$ cat config.mk
export PLATFORM = sky130hd
export DESIGN_NAME = huff_enc_seq
export DESIGN_NICKNAME = d
export VERILOG_FILES = /design/src/rtl/huff_pkg.sv /design/src/rtl/huff_char_buffer.sv /design/src/rtl/huff_enc_seq.sv
export SDC_FILE = /design/constraint.sdc
export NUM_CORES = 1
export LEC_CHECK = 0
export BUFFER_PORTS_ARGS = -buffer_cell sky130_fd_sc_hd__buf_2
export CORE_MARGIN = 3
export CORE_UTILIZATION = 35
export CTS_CLUSTER_SIZE = 25
export DETAILED_ROUTE_END_ITERATION = 10
export HOLD_SLACK_MARGIN = 0.08
export PLACE_DENSITY = 0.6
export SETUP_SLACK_MARGIN = 0.1
export SLEW_MARGIN = 25
export SYNTH_ARGS = -nofsm -noshare
export SYNTH_HDL_FRONTEND = slang
export SYNTH_SLANG_ARGS = --single-unit
$ cat constraint.sdc
create_clock -name clk_i -period 13.2 [get_ports clk_i]
set_input_delay 2.64 -clock clk_i [delete_from_list [all_inputs] [get_ports clk_i]]
set_output_delay 2.64 -clock clk_i [all_outputs]
set_load 0.1 [all_outputs]
$ cat src/rtl/huff_pkg.sv
// huff_pkg: shared sizes, FSM state type and snapshot record for the
// sequential Huffman encoder wrapper (huff_enc_seq) and its character buffer.
//
// Contents:
//   MAX_CHAR_LENGTH  characters per block (must match the encoder build)
//   CODE_W           code width per position (2*6+3)
//   LEN_W            width of the code-length field
//   CHAR_W           width of one character
//   CNT_W            width of enc_count and of the block pointers
//   seq_state_t      FILL / SETTLE / EMIT
//   huff_sym_t       one captured symbol: char, code, len
package huff_pkg;

    localparam int MAX_CHAR_LENGTH = 5;
    localparam int CODE_W          = 15;
    localparam int LEN_W           = 4;
    localparam int CHAR_W          = 7;
    localparam int CNT_W           = 3;

    localparam int               SETTLE_CYCLES_DEF = 2;
    localparam logic [CHAR_W-1:0] PAD_CHAR_DEF     = 7'h00;

    typedef enum logic [1:0] {
        FILL,
        SETTLE,
        EMIT
    } seq_state_t;

    typedef struct packed {
        logic [CHAR_W-1:0] char;
        logic [CODE_W-1:0] code;
        logic [LEN_W-1:0]  len;
    } huff_sym_t;

endpackage

$ cat src/rtl/huff_char_buffer.sv
// huff_char_buffer: MAX_CHAR_LENGTH-entry character store for one input block.
//
// Ports:
//   clk_i      clock
//   rst_i      synchronous active-high reset, fills every entry with PAD_CHAR
//   clr_i      synchronous clear, same effect as reset, has priority over writes
//   wr_en_i    write strobe
//   wr_addr_i  entry to write (0..MAX_CHAR_LENGTH-1)
//   wr_data_i  character to write
//   data_o     packed read-out, entry 0 in the LSBs
module huff_char_buffer
    import huff_pkg::*;
#(
    parameter logic [CHAR_W-1:0] PAD_CHAR = PAD_CHAR_DEF
) (
    input  logic                              clk_i,
    input  logic                              rst_i,
    input  logic                              clr_i,
    input  logic                              wr_en_i,
    input  logic [CNT_W-1:0]                  wr_addr_i,
    input  logic [CHAR_W-1:0]                 wr_data_i,
    output logic [MAX_CHAR_LENGTH*CHAR_W-1:0] data_o
);

    logic [CHAR_W-1:0] mem_q [MAX_CHAR_LENGTH];

    always_ff @(posedge clk_i) begin
        if (rst_i || clr_i) begin
            for (int i = 0; i < MAX_CHAR_LENGTH; i++) begin
                mem_q[i] <= PAD_CHAR;
            end
        end else if (wr_en_i) begin
            mem_q[wr_addr_i] <= wr_data_i;
        end
    end

    always_comb begin
        for (int i = 0; i < MAX_CHAR_LENGTH; i++) begin
            data_o[i*CHAR_W +: CHAR_W] = mem_q[i];
        end
    end

endmodule

$ cat src/rtl/huff_enc_seq.sv
// huff_enc_seq: sequential front/back end around the combinational Huffman
// encoder. Packs up to MAX_CHAR_LENGTH characters into a block, holds the
// block on the encoder with enc_data_en for SETTLE_CYCLES, snapshots the
// per-position codes and streams them out one symbol per handshake.
//
// Ports:
//   clk_i, rst_i          clock, synchronous active-high reset
//   in_valid_i/in_ready_o character handshake; in_char_i, in_last_i payload
//   enc_data_in_o         packed block to encoder, position 0 in the LSBs
//   enc_data_en_o         encoder enable (high while settling)
//   enc_count_o           valid positions in the block, 1..MAX_CHAR_LENGTH
//   enc_code_i, enc_len_i per-position code/length from the encoder
//   out_valid_o/out_ready_i symbol handshake; out_char_o, out_code_o,
//                         out_len_o, out_last_o payload
//   busy_o                high whenever not in FILL
//
// Optional feature macro HUFF_SEQ_STATS_EN adds saturating 32-bit counters
//   stat_chars_o (characters accepted) and stat_bits_o (sum of emitted out_len).
module huff_enc_seq
    import huff_pkg::*;
#(
    parameter int                SETTLE_CYCLES = SETTLE_CYCLES_DEF,
    parameter logic [CHAR_W-1:0] PAD_CHAR      = PAD_CHAR_DEF
) (
    input  logic                              clk_i,
    input  logic                              rst_i,
    input  logic                              in_valid_i,
    output logic                              in_ready_o,
    input  logic [CHAR_W-1:0]                 in_char_i,
    input  logic                              in_last_i,
    output logic [MAX_CHAR_LENGTH*CHAR_W-1:0] enc_data_in_o,
    output logic                              enc_data_en_o,
    output logic [CNT_W-1:0]                  enc_count_o,
    input  logic [MAX_CHAR_LENGTH*CODE_W-1:0] enc_code_i,
    input  logic [MAX_CHAR_LENGTH*LEN_W-1:0]  enc_len_i,
    output logic                              out_valid_o,
    input  logic                              out_ready_i,
    output logic [CHAR_W-1:0]                 out_char_o,
    output logic [CODE_W-1:0]                 out_code_o,
    output logic [LEN_W-1:0]                  out_len_o,
    output logic                              out_last_o,
    output logic                              busy_o
`ifdef HUFF_SEQ_STATS_EN
    ,
    output logic [31:0]                       stat_chars_o,
    output logic [31:0]                       stat_bits_o
`endif
);

    localparam int SCNT_W = (SETTLE_CYCLES > 1) ? $clog2(SETTLE_CYCLES) : 1;
    localparam logic [SCNT_W-1:0] SETTLE_LAST = SCNT_W'(SETTLE_CYCLES - 1);
    localparam logic [CNT_W-1:0]  WR_LAST     = CNT_W'(MAX_CHAR_LENGTH - 1);

    seq_state_t        state_q, state_d;
    logic [CNT_W-1:0]  wr_ptr_q, wr_ptr_d;
    logic [CNT_W-1:0]  rd_ptr_q, rd_ptr_d;
    logic [CNT_W-1:0]  count_q, count_d;
    logic [SCNT_W-1:0] settle_q, settle_d;
    huff_sym_t         snap_q [MAX_CHAR_LENGTH];
    huff_sym_t         cur_sym;

    logic buf_we;
    logic buf_clr;
    logic snap_we;
    logic in_fire;
    logic out_fire;
    logic last_sym;
    logic [MAX_CHAR_LENGTH*CHAR_W-1:0] buf_data;

    huff_char_buffer #(
        .PAD_CHAR (PAD_CHAR)
    ) u_buffer (
        .clk_i     (clk_i),
        .rst_i     (rst_i),
        .clr_i     (buf_clr),
        .wr_en_i   (buf_we),
        .wr_addr_i (wr_ptr_q),
        .wr_data_i (in_char_i),
        .data_o    (buf_data)
    );

    assign in_ready_o    = (state_q == FILL);
    assign enc_data_en_o = (state_q == SETTLE);
    assign out_valid_o   = (state_q == EMIT);
    assign busy_o        = (state_q != FILL);
    assign enc_data_in_o = buf_data;
    assign enc_count_o   = count_q;

    assign in_fire  = in_valid_i && in_ready_o;
    assign out_fire = out_valid_o && out_ready_i;
    assign last_sym = (rd_ptr_q == count_q - CNT_W'(1));

    // Output fields read straight from the snapshot, forced to zero outside
    // EMIT so idle outputs never show stale symbols.
    assign cur_sym    = snap_q[rd_ptr_q];
    assign out_char_o = out_valid_o ? cur_sym.char : '0;
    assign out_code_o = out_valid_o ? cur_sym.code : '0;
    assign out_len_o  = out_valid_o ? cur_sym.len  : '0;
    assign out_last_o = out_valid_o && last_sym;

    always_comb begin
        state_d  = state_q;
        wr_ptr_d = wr_ptr_q;
        rd_ptr_d = rd_ptr_q;
        count_d  = count_q;
        settle_d = settle_q;
        buf_we   = 1'b0;
        buf_clr  = 1'b0;
        snap_we  = 1'b0;
        case (state_q)
            FILL: begin
                if (in_fire) begin
                    buf_we   = 1'b1;
                    wr_ptr_d = wr_ptr_q + CNT_W'(1);
                    // A full block closes regardless of in_last.
                    if (wr_ptr_q == WR_LAST || in_last_i) begin
                        state_d  = SETTLE;
                        count_d  = wr_ptr_q + CNT_W'(1);
                        settle_d = '0;
                    end
                end
            end
            SETTLE: begin
                if (settle_q == SETTLE_LAST) begin
                    snap_we  = 1'b1;
                    settle_d = '0;
                    rd_ptr_d = '0;
                    state_d  = EMIT;
                end else begin
                    settle_d = settle_q + SCNT_W'(1);
                end
            end
            EMIT: begin
                if (out_fire) begin
                    if (last_sym) begin
                        buf_clr  = 1'b1;
                        wr_ptr_d = '0;
                        rd_ptr_d = '0;
                        count_d  = '0;
                        state_d  = FILL;
                    end else begin
                        rd_ptr_d = rd_ptr_q + CNT_W'(1);
                    end
                end
            end
            default: begin
                state_d = FILL;
            end
        endcase
    end

    always_ff @(posedge clk_i) begin
        if (rst_i) begin
            state_q  <= FILL;
            wr_ptr_q <= '0;
            rd_ptr_q <= '0;
            count_q  <= '0;
            settle_q <= '0;
        end else begin
            state_q  <= state_d;
            wr_ptr_q <= wr_ptr_d;
            rd_ptr_q <= rd_ptr_d;
            count_q  <= count_d;
            settle_q <= settle_d;
        end
    end

    // The encoder output is sampled on the last settle cycle, while the block
    // is still held on enc_data_in and enc_data_en is high.
    always_ff @(posedge clk_i) begin
        if (rst_i) begin
            for (int i = 0; i < MAX_CHAR_LENGTH; i++) begin
                snap_q[i] <= '0;
            end
        end else if (snap_we) begin
            for (int i = 0; i < MAX_CHAR_LENGTH; i++) begin
                snap_q[i].char <= buf_data[i*CHAR_W +: CHAR_W];
                snap_q[i].code <= enc_code_i[i*CODE_W +: CODE_W];
                snap_q[i].len  <= enc_len_i[i*LEN_W +: LEN_W];
            end
        end
    end

`ifdef HUFF_SEQ_STATS_EN
    logic [31:0] stat_chars_q;
    logic [31:0] stat_bits_q;
    logic [32:0] bits_sum;

    assign bits_sum     = {1'b0, stat_bits_q} + 33'(out_len_o);
    assign stat_chars_o = stat_chars_q;
    assign stat_bits_o  = stat_bits_q;

    // Both counters stick at all-ones instead of wrapping.
    always_ff @(posedge clk_i) begin
        if (rst_i) begin
            stat_chars_q <= '0;
            stat_bits_q  <= '0;
        end else begin
            if (in_fire && (stat_chars_q != '1)) begin
                stat_chars_q <= stat_chars_q + 32'd1;
            end
            if (out_fire) begin
                stat_bits_q <= bits_sum[32] ? '1 : bits_sum[31:0];
            end
        end
    end
`endif

endmodule

# Word-level counts from Yosys, hierarchy flattened
# Memory sizes are Yosys's and may differ from the RTL's. A register that Yosys moved wholly into a read port is not among the register bits.
# Index checks and enable logic that the tools add are counted.
[word_totals]
ff_bits = 12
input_bits = 107
mem_bits_rw = 165
mem_count = 2
output_inout_bits = 69
[memory_table]
columns = ["memory", "depth", "width", "read_ports", "rd_clocked_by_memory_dff", "write_ports", "line_no", "text"]
rows = [
  ["snap_q", 5, 26, 1, 1, 5, "huff_enc_seq.sv:59", "huff_sym_t snap_q [MAX_CHAR_LENGTH];"],
  ["u_buffer.mem_q", 5, 7, 5, 0, 5, "huff_char_buffer.sv:25", "logic [CHAR_W-1:0] mem_q [MAX_CHAR_LENGTH];"],
]
[op_classes]
n_reduce_logical = 16
eq_ne = 9
bitwise = 15
add_sub_neg = 4
mux = 61
[ops]
columns = ["op", "count"]
rows = [
  ["$mux W15", 6],
  ["$mux W7", 7],
  ["$mux W3", 11],
  ["$mux W4", 6],
  ["$mux W1", 21],
  ["$pmux W3 S2", 3],
  ["$or A1 B1 Y1", 15],
  ["$mux W2", 5],
  ["$ne A2 B1 Y1 const B", 5],
  ["$reduce_and A5 Y1", 2],
  ["$reduce_bool A2 Y1", 4],
  ["$reduce_or A7 Y1", 1],
  ["$add A3 B1 Y3 const B", 2],
  ["$pmux W2 S3", 1],
  ["$reduce_and A3 Y1", 2],
  ["$reduce_and A4 Y1", 1],
  ["$eq A3 B3 Y1", 1],
  ["$eq A3 B3 Y1 const B", 1],
  ["$logic_and A1 B1 Y1", 3],
  ["$sub A3 B1 Y3 const B", 1],
  ["$eq A2 B1 Y1 const B", 1],
  ["$eq A2 B2 Y1 const B", 1],
  ["$logic_not A2 Y1", 1],
  ["$logic_or A1 B1 Y1", 2],
  ["other kinds (2)", 2],
]

# Longest topological paths before layout
# Gate-level depths: netlist of the first run.
[depth]
depth_word = 10
depth_mapped = 6
ltp_nobuf = 6

# Hierarchy
# Synthesis of the first run repeated with hierarchy kept, for this count alone.
[hier_totals]
hier_cells = 553
hier_area_um2 = 8032.7
[modules_own_cells]
columns = ["mod", "n_inst", "cells_each", "area_per_inst_um2"]
rows = [
  ["huff_enc_seq", 1, 454, 6586.3],
  ["huff_char_buffer", 1, 99, 1446.4],
]

# Worst setup path before layout of the first run
# No wires, ideal clock.
[synth_timing]
path_kind = "input -> register"
from = "in rst_i"
to = "mem snap_q[0][0] in the netlist's numbering (enable)"
path_slack_ns = 6.664
setup_time_ns = 0.512
stages = 2
arrival_ns = 6.023
path_cell_list = "buf_2 -> nand2b_1"
[synth_lines]
columns = ["item", "line_no", "text"]
rows = [
  ["from (decl)", "huff_enc_seq.sv:26", "input logic rst_i,"],
  ["to (decl)", "huff_enc_seq.sv:59", ""],
]

# Worst setup path in the final report of the first run
[layout_timing]
from = "reg state_q[1]"
to = "out out_last_o"
[layout_via]
elab_chain_cells = 2
[layout_lines]
columns = ["item", "line_no", "text"]
rows = [
  ["from (decl)", "huff_enc_seq.sv:54", "seq_state_t state_q, state_d;"],
  ["from (signal assigned)", "huff_enc_seq.sv:160", "state_q <= state_d;"],
  ["$eq A2 B2 Y1", "huff_enc_seq.sv:84", "assign out_valid_o = (state_q == EMIT);"],
  ["$logic_and A1 B1 Y1", "huff_enc_seq.sv:99", "assign out_last_o = out_valid_o && last_sym;"],
  ["to (decl)", "huff_enc_seq.sv:41", "output logic out_last_o,"],
]
# Every way passes these cells.

==> results of run 1 <==
[registers in the layout, indices dropped and copies added (netlist names), named ones only]
| signal | cells |
|---|---|
| enc_count_o | 3 |
| rd_ptr_q | 3 |
| settle_q | 1 |
| snap_q | 130 |
| state_q | 2 |
| u_buffer.mem_q | 35 |
| wr_ptr_q | 3 |
[critical path: stages, from the launching register on]
cell      delay (ns)
dfxtp_1         0.58
nand2b_4        0.37
nor4_2          0.47
buf_2           0.50
[layer usage]
| metal | track usage | vias up | wire length (um) |
|---|---|---|---|
| met5 | 0 | - | 0 |
| met4 | 0.0392 | 0 | 186 |
| met3 | 0.0332 | 16 | 981 |
| met2 | 0.234 | 148 | 8690 |
| met1 | 0.191 | 2332 | 7780 |
| li1 | - | 2275 | - |
[cell type report]
type                    count  share of cell area
flip-flops and latches    180               0.542
multi-input cells         320               0.264
well taps                 280              0.0361
clock buffers              17              0.0438
inverters                   7             0.00271
repair buffers            179              0.0946
clock inverters            15              0.0174
[cells in the mapped netlist (3+ instances only)]
cell type  number  area (um^2)
mux2i_1        26          260
edfxtp_1      165         4950
mux4_2         26          586
buf_2           4         20.0
ha_1            4         50.1
nor2_1         28          105
and3_2          4         30.0
inv_1           7         26.3
nand3_1         3         15.0
a21oi_1        12         60.1
buf_1           4         15.0
o21ai_0         6         30.0
nand2b_1        8         50.1
nand2_1         8         30.0
buf_4           4         30.0
and2_1        165         1030
clkbuf_1       17         63.8
dfxtp_1        15          300
[cells by family (layout without fill, tap and decap cells)]
| family | count (synthesis) | after routing | share of synthesized area |
|---|---|---|---|
| AOI/OAI and AO/OA | 31 | 31 | 0.0251 |
| buffers and inverters | 37 | 218 | 0.0201 |
| DFF | 180 | 180 | 0.660 |
| muxes | 52 | 52 | 0.106 |
| and+or+nand+nor | 229 | 229 | 0.176 |
| adders and majority gates | 4 | 4 | 0.00628 |
| xor gates and xnor gates | 4 | 4 | 0.00644 |
[stage by stage]
stage	setup slack [ns]	area [um^2]
2_1_floorplan	6.66	7970
3_3_place_gp	8.27	9100
3_5_place_dp	8.16	9100
4_1_cts	8.16	9690
5_1_grt	8.05	9710
6_report	8.23	9710
[power groups by stage]
stage | sequential (uW) | clock (uW) | combinational [uW]
after floorplan | 717 | 0 | 45.4
after global placement | 672 | 0 | 123
after detailed placement | 674 | 0 | 125
after CTS | 661 | 524 | 125
after global routing | 663 | 548 | 132
final | 661 | 511 | 124
[cells in the final DEF, fill, tap and decap left out, types with 2 or more instances in the layout]
cell        count
buf_4           3
a21o_1          2
xnor2_1         2
a31oi_1         2
clkinvlp_4      3
inv_1           7
inv_8           3
o21ai_0         6
o21a_1          2
mux4_2         26
nor2_1         28
bufinv_16       2
nand3_1         3
nand2b_1        7
buf_2         175
and3_2          4
and2_1        165
nand3b_1        2
a21oi_1        12
clkbuf_16      17
nand2b_4        2
nor3_4          2
a211oi_1        2
mux2i_1        26
nand2_1         8
ha_1            4
edfxtp_1      165
dfxtp_1        13
inv_6           5
[final timing paths]
| kind | start | end | slack, ns | cells after the start |
|---|---|---|---|---|
| min | enc_count_o[2]$_SDFFE_PP0P_ | enc_count_o[2]$_SDFFE_PP0P_ | 0.50 | 2 |
| max reg2reg | state_q[0]$_SDFFE_PP0P_ | snap_q[4][20]$_SDFFCE_PN0P_ | 10.28 | 4 |
| min reg2reg | enc_count_o[2]$_SDFFE_PP0P_ | enc_count_o[2]$_SDFFE_PP0P_ | 0.50 | 2 |
| max | state_q[1]$_SDFFE_PP0P_ | out_last_o | 8.23 | 3 |
==> results.yml, run 1 <==
yosys:
  yosysWarnings: 0
  ys_ff_latch: 180
  synth-edff-count: 165
  ys.flop_type: "edfxtp_1"
  syn_inst: 537
  post_synth_num_cell_types: 43
  synth_area_um2: 7970
  synth.avg_cell_area_um2: 14.8
  syn-num-nets: 648
  ys_async_sr_fraction: 0
  seq_area_frac_synth: 0.660
floorplanning:
  fp.dieArea_um2: 24600
  chipWidth_um: 157
  fp.dieH_um: 157
  core-area_um2: 22100
  rows: 54
  io_pins: 176
  initial_core_util: 0.361
worst_setup_path:
  worstPathArrival_ns: 2.33
  end_kind: "output pin"
  worst_ep_required_time_ns: 10.56
  start_kind: "register"
  crit_type: "register to output pin"
  cp_max_fo: 32
clock_network:
  clockBufferDepth: 2
  clkSinkCount: 180
  hold_buffers: 0
  cts_buffers: 17
  clkLatencyLatePin_ns: 0.42
  cts-root-buf: "clkbuf_16"
  cts_resized: 0
  cts_tree: "done"
  postCtsSetupBuffers: 0
  clkTransAtPathRegs_ns: 0.07
  ctsHtreeMaxLevel: 4
placed_design:
  post-dp-hpwl_um: 12200
  place.gp.congestion: 0.877
  post-place-cells: 965
  io_buffers: 175
cells_and_area:
  fin_cells: 998
  num-fill-cells: 2017
  fin_nets: 816
  register_area_um2: 5260
  area_growth_pct: 21.9
  post-route-util: 0.440
  multiInputGateArea_um2: 2560
  antenna_cells: 0
  drive_gt1_frac: 0.352
pwr:
  power_switching_uw: 330
  p_int_uw: 966
  pwr-share-clk: 0.395
  switching_share: 0.254
  pwr-share-comb: 0.096
  power_frac_seq: 0.510
  p_leak_uw: 0.00382
  max-vdd-ir-drop_mv: 0.0831
  fin_total_pwr_uw: 1300
  power_density_nw_per_um2: 133
hold_path:
  hp-class: "register to register"
sta:
  setup_viol: 0
  fmax_mhz: 201
  finalCriticalPeriod_ns: 4.97
  skew_ns: 0.00899
  fin_hold_ws_ns: 0.497
  rsz0062_at_grt: "false"
  min_period_over_period: 0.377
  worst_pin_slew_ns: 1.00
  relSlewSlack: 0.331
  hold_viol: 0
  slew_viol_final: 0
  tns_ns: 0
drt:
  avgViaCountPerCell: 4.78
  drtPass1Iterations: 4
  drc: 0
  drtIter0Drc: 269
  wirelength_um: 17600
  vias: 4771
  routedWlPerCell_um: 17.7
  antenna_left: 0
global_route:
  grt_first_pass_wirelength_um: 26900
  globalRouteOverflowTotal: 0
  grtUsageTotal: 0.142
  grt_start_max_net_pins: 131
  grt_antenna_before_repair: 0
  grt_pass1_vias: 5030
flow_run:
  cap_viol_max_count: 0
run_status:
  status: "completed"
(Power assumes the default switching activity.)
==> inputs of run 2 (changes only) <==
clock period = 4.85 ns   (was 13.2 ns; I/O delays follow)
==> results.yml, run 2 (synthesis gave the netlist of run 1 again) <==
sta:
  slew_viol_final: 0
  worst_pin_slew_ns: 0.999
  min_period_over_period: 0.677
  hold_viol: 0
  relSlewSlack: 0.334
  fin_hold_ws_ns: 0.503
  skew_ns: 0.00765
  setup_viol: 0
  rsz0062_at_grt: "false"
  tns_ns: 0
  finalCriticalPeriod_ns: 3.28
  fmax_mhz: 305
worst_setup_path:
  start_kind: "register"
  end_kind: "output pin"
  max_stage_delay_ns: 0.57
  crit_family: "simple AND/OR/NAND/NOR gates"
  cpMaxStageDelayCell: "dfxtp_1"
  cp_max_fo: 32
  cp-startpoint: "state_q[1]$_SDFFE_PP0P_"
  rr_worst_depth: 4
  reg2reg_from: "state_q[0]$_SDFFE_PP0P_"
  crit_type: "register to output pin"
  worst_ep_required_time_ns: 3.88
  worstPathArrival_ns: 2.31
  cp_num_buf_inv: 1
  crit_chain: "nand2b_4 -> nor4_2 -> buf_2"
  cp.depth: 3
pwr:
  power_density_nw_per_um2: 361
  max-vdd-ir-drop_mv: 0.164
  p_leak_uw: 0.00381
  fin_total_pwr_uw: 3510
floorplanning:
  rows: 54
  fp.dieH_um: 157
  io_pins: 176
  fp.dieArea_um2: 24600
  initial_core_util: 0.361
  core-area_um2: 22100
  chipWidth_um: 157
hold_path:
  hp-class: "register to register"
  hold_depth: 2
  min_from: "enc_count_o[1]$_SDFFE_PP0P_"
drt:
  wirelength_um: 17900
  drc: 0
  vias: 4784
  routedWlPerCell_um: 17.9
  avgViaCountPerCell: 4.80
  drtIter0Drc: 237
  antenna_left: 0
  drtPass1Iterations: 4
cells_and_area:
  final_cell_mix: "buf_2, and2_1, edfxtp_1"
  largest_reg_flops: 130
  final_common_cell: "buf_2"
  drive_gt1_frac: 0.353
  fin_nets: 815
  reg_top3: "snap_q (130), u_buffer.mem_q (35)"
  fin_cells: 997
  regMostFlops: "snap_q"
  antenna_cells: 0
  area_growth_pct: 21.8
  design_area_um2: 9700
placed_design:
  post-place-cells: 965
  post-dp-hpwl_um: 12300
  place_area_um2: 9110
  io_buffers: 175
  place.gp.congestion: 0.849
global_route:
  grtUsageTotal: 0.145
  grt_first_pass_wirelength_um: 27400
  grt_antenna_before_repair: 0
  grt_start_max_net_pins: 131
  grt_pass1_vias: 5046
  globalRouteOverflowTotal: 0
clock_network:
  clkTransAtPathRegs_ns: 0.07
  cts_tree: "done"
  cts_resized: 0
  ctsHtreeMaxLevel: 4
  hold_buffers: 0
  clkSinkCount: 180
  clockBufferDepth: 2
  postCtsSetupBuffers: 0
  cts-root-buf: "clkbuf_16"
  clkLatencyLatePin_ns: 0.42
  cts_buffers: 17
flow_run:
  cap_viol_max_count: 0
run_status:
  status: "completed"
[run 2: final cells by class]
cell class                      count  area, um^2
Fill cell                        2014       12400
Sequential cell                   180        5260
Multi-Input combinational cell    320        2560
Timing Repair Buffer              178         915
Clock buffer                       17         425
Tap cell                          280         350
Clock inverter                     15         163
Inverter                            7        26.3
[run 2: worst min-delay path, delay by kind of cell, from the launching register on]
| family | cells | cell delay (ns) |
|---|---|---|
| flip-flops | 1 | 0.33 |
| AO/OA/AOI/OAI | 2 | 0.13 |
[run 2: final timing paths]
path / to / slack (ns)
min reg2reg: enc_count_o[1]$_SDFFE_PP0P_ / 0.50
max: out_last_o / 1.57
max reg2reg: snap_q[0][25]$_SDFFCE_PN0P_ / 2.29
min: enc_count_o[1]$_SDFFE_PP0P_ / 0.50
[run 2: power breakdown]
part / switching, uW / leakage (uW) / internal (uW)
Sequential: 32.1 / 0.00183 / 1770
Clock: 637 / 0.000284 / 733
Combinational: 249 / 0.00170 / 88.5
[run 2: per-layer routing]
metal	up-vias	track usage	routed length [um]
li1	2276	-	-
met1	2352	0.187	7800
met2	137	0.245	8990
met3	19	0.0324	829
met4	0	0.0463	272
met5	-	0	0
[run 2: through the flow]
step / setup slack, ns / util
floorplan: 0.439 / -
global placement: 1.61 / 0.412
detailed placement: 1.93 / 0.412
CTS: 1.48 / 0.439
global route: 1.40 / 0.439
finish: 1.57 / 0.439
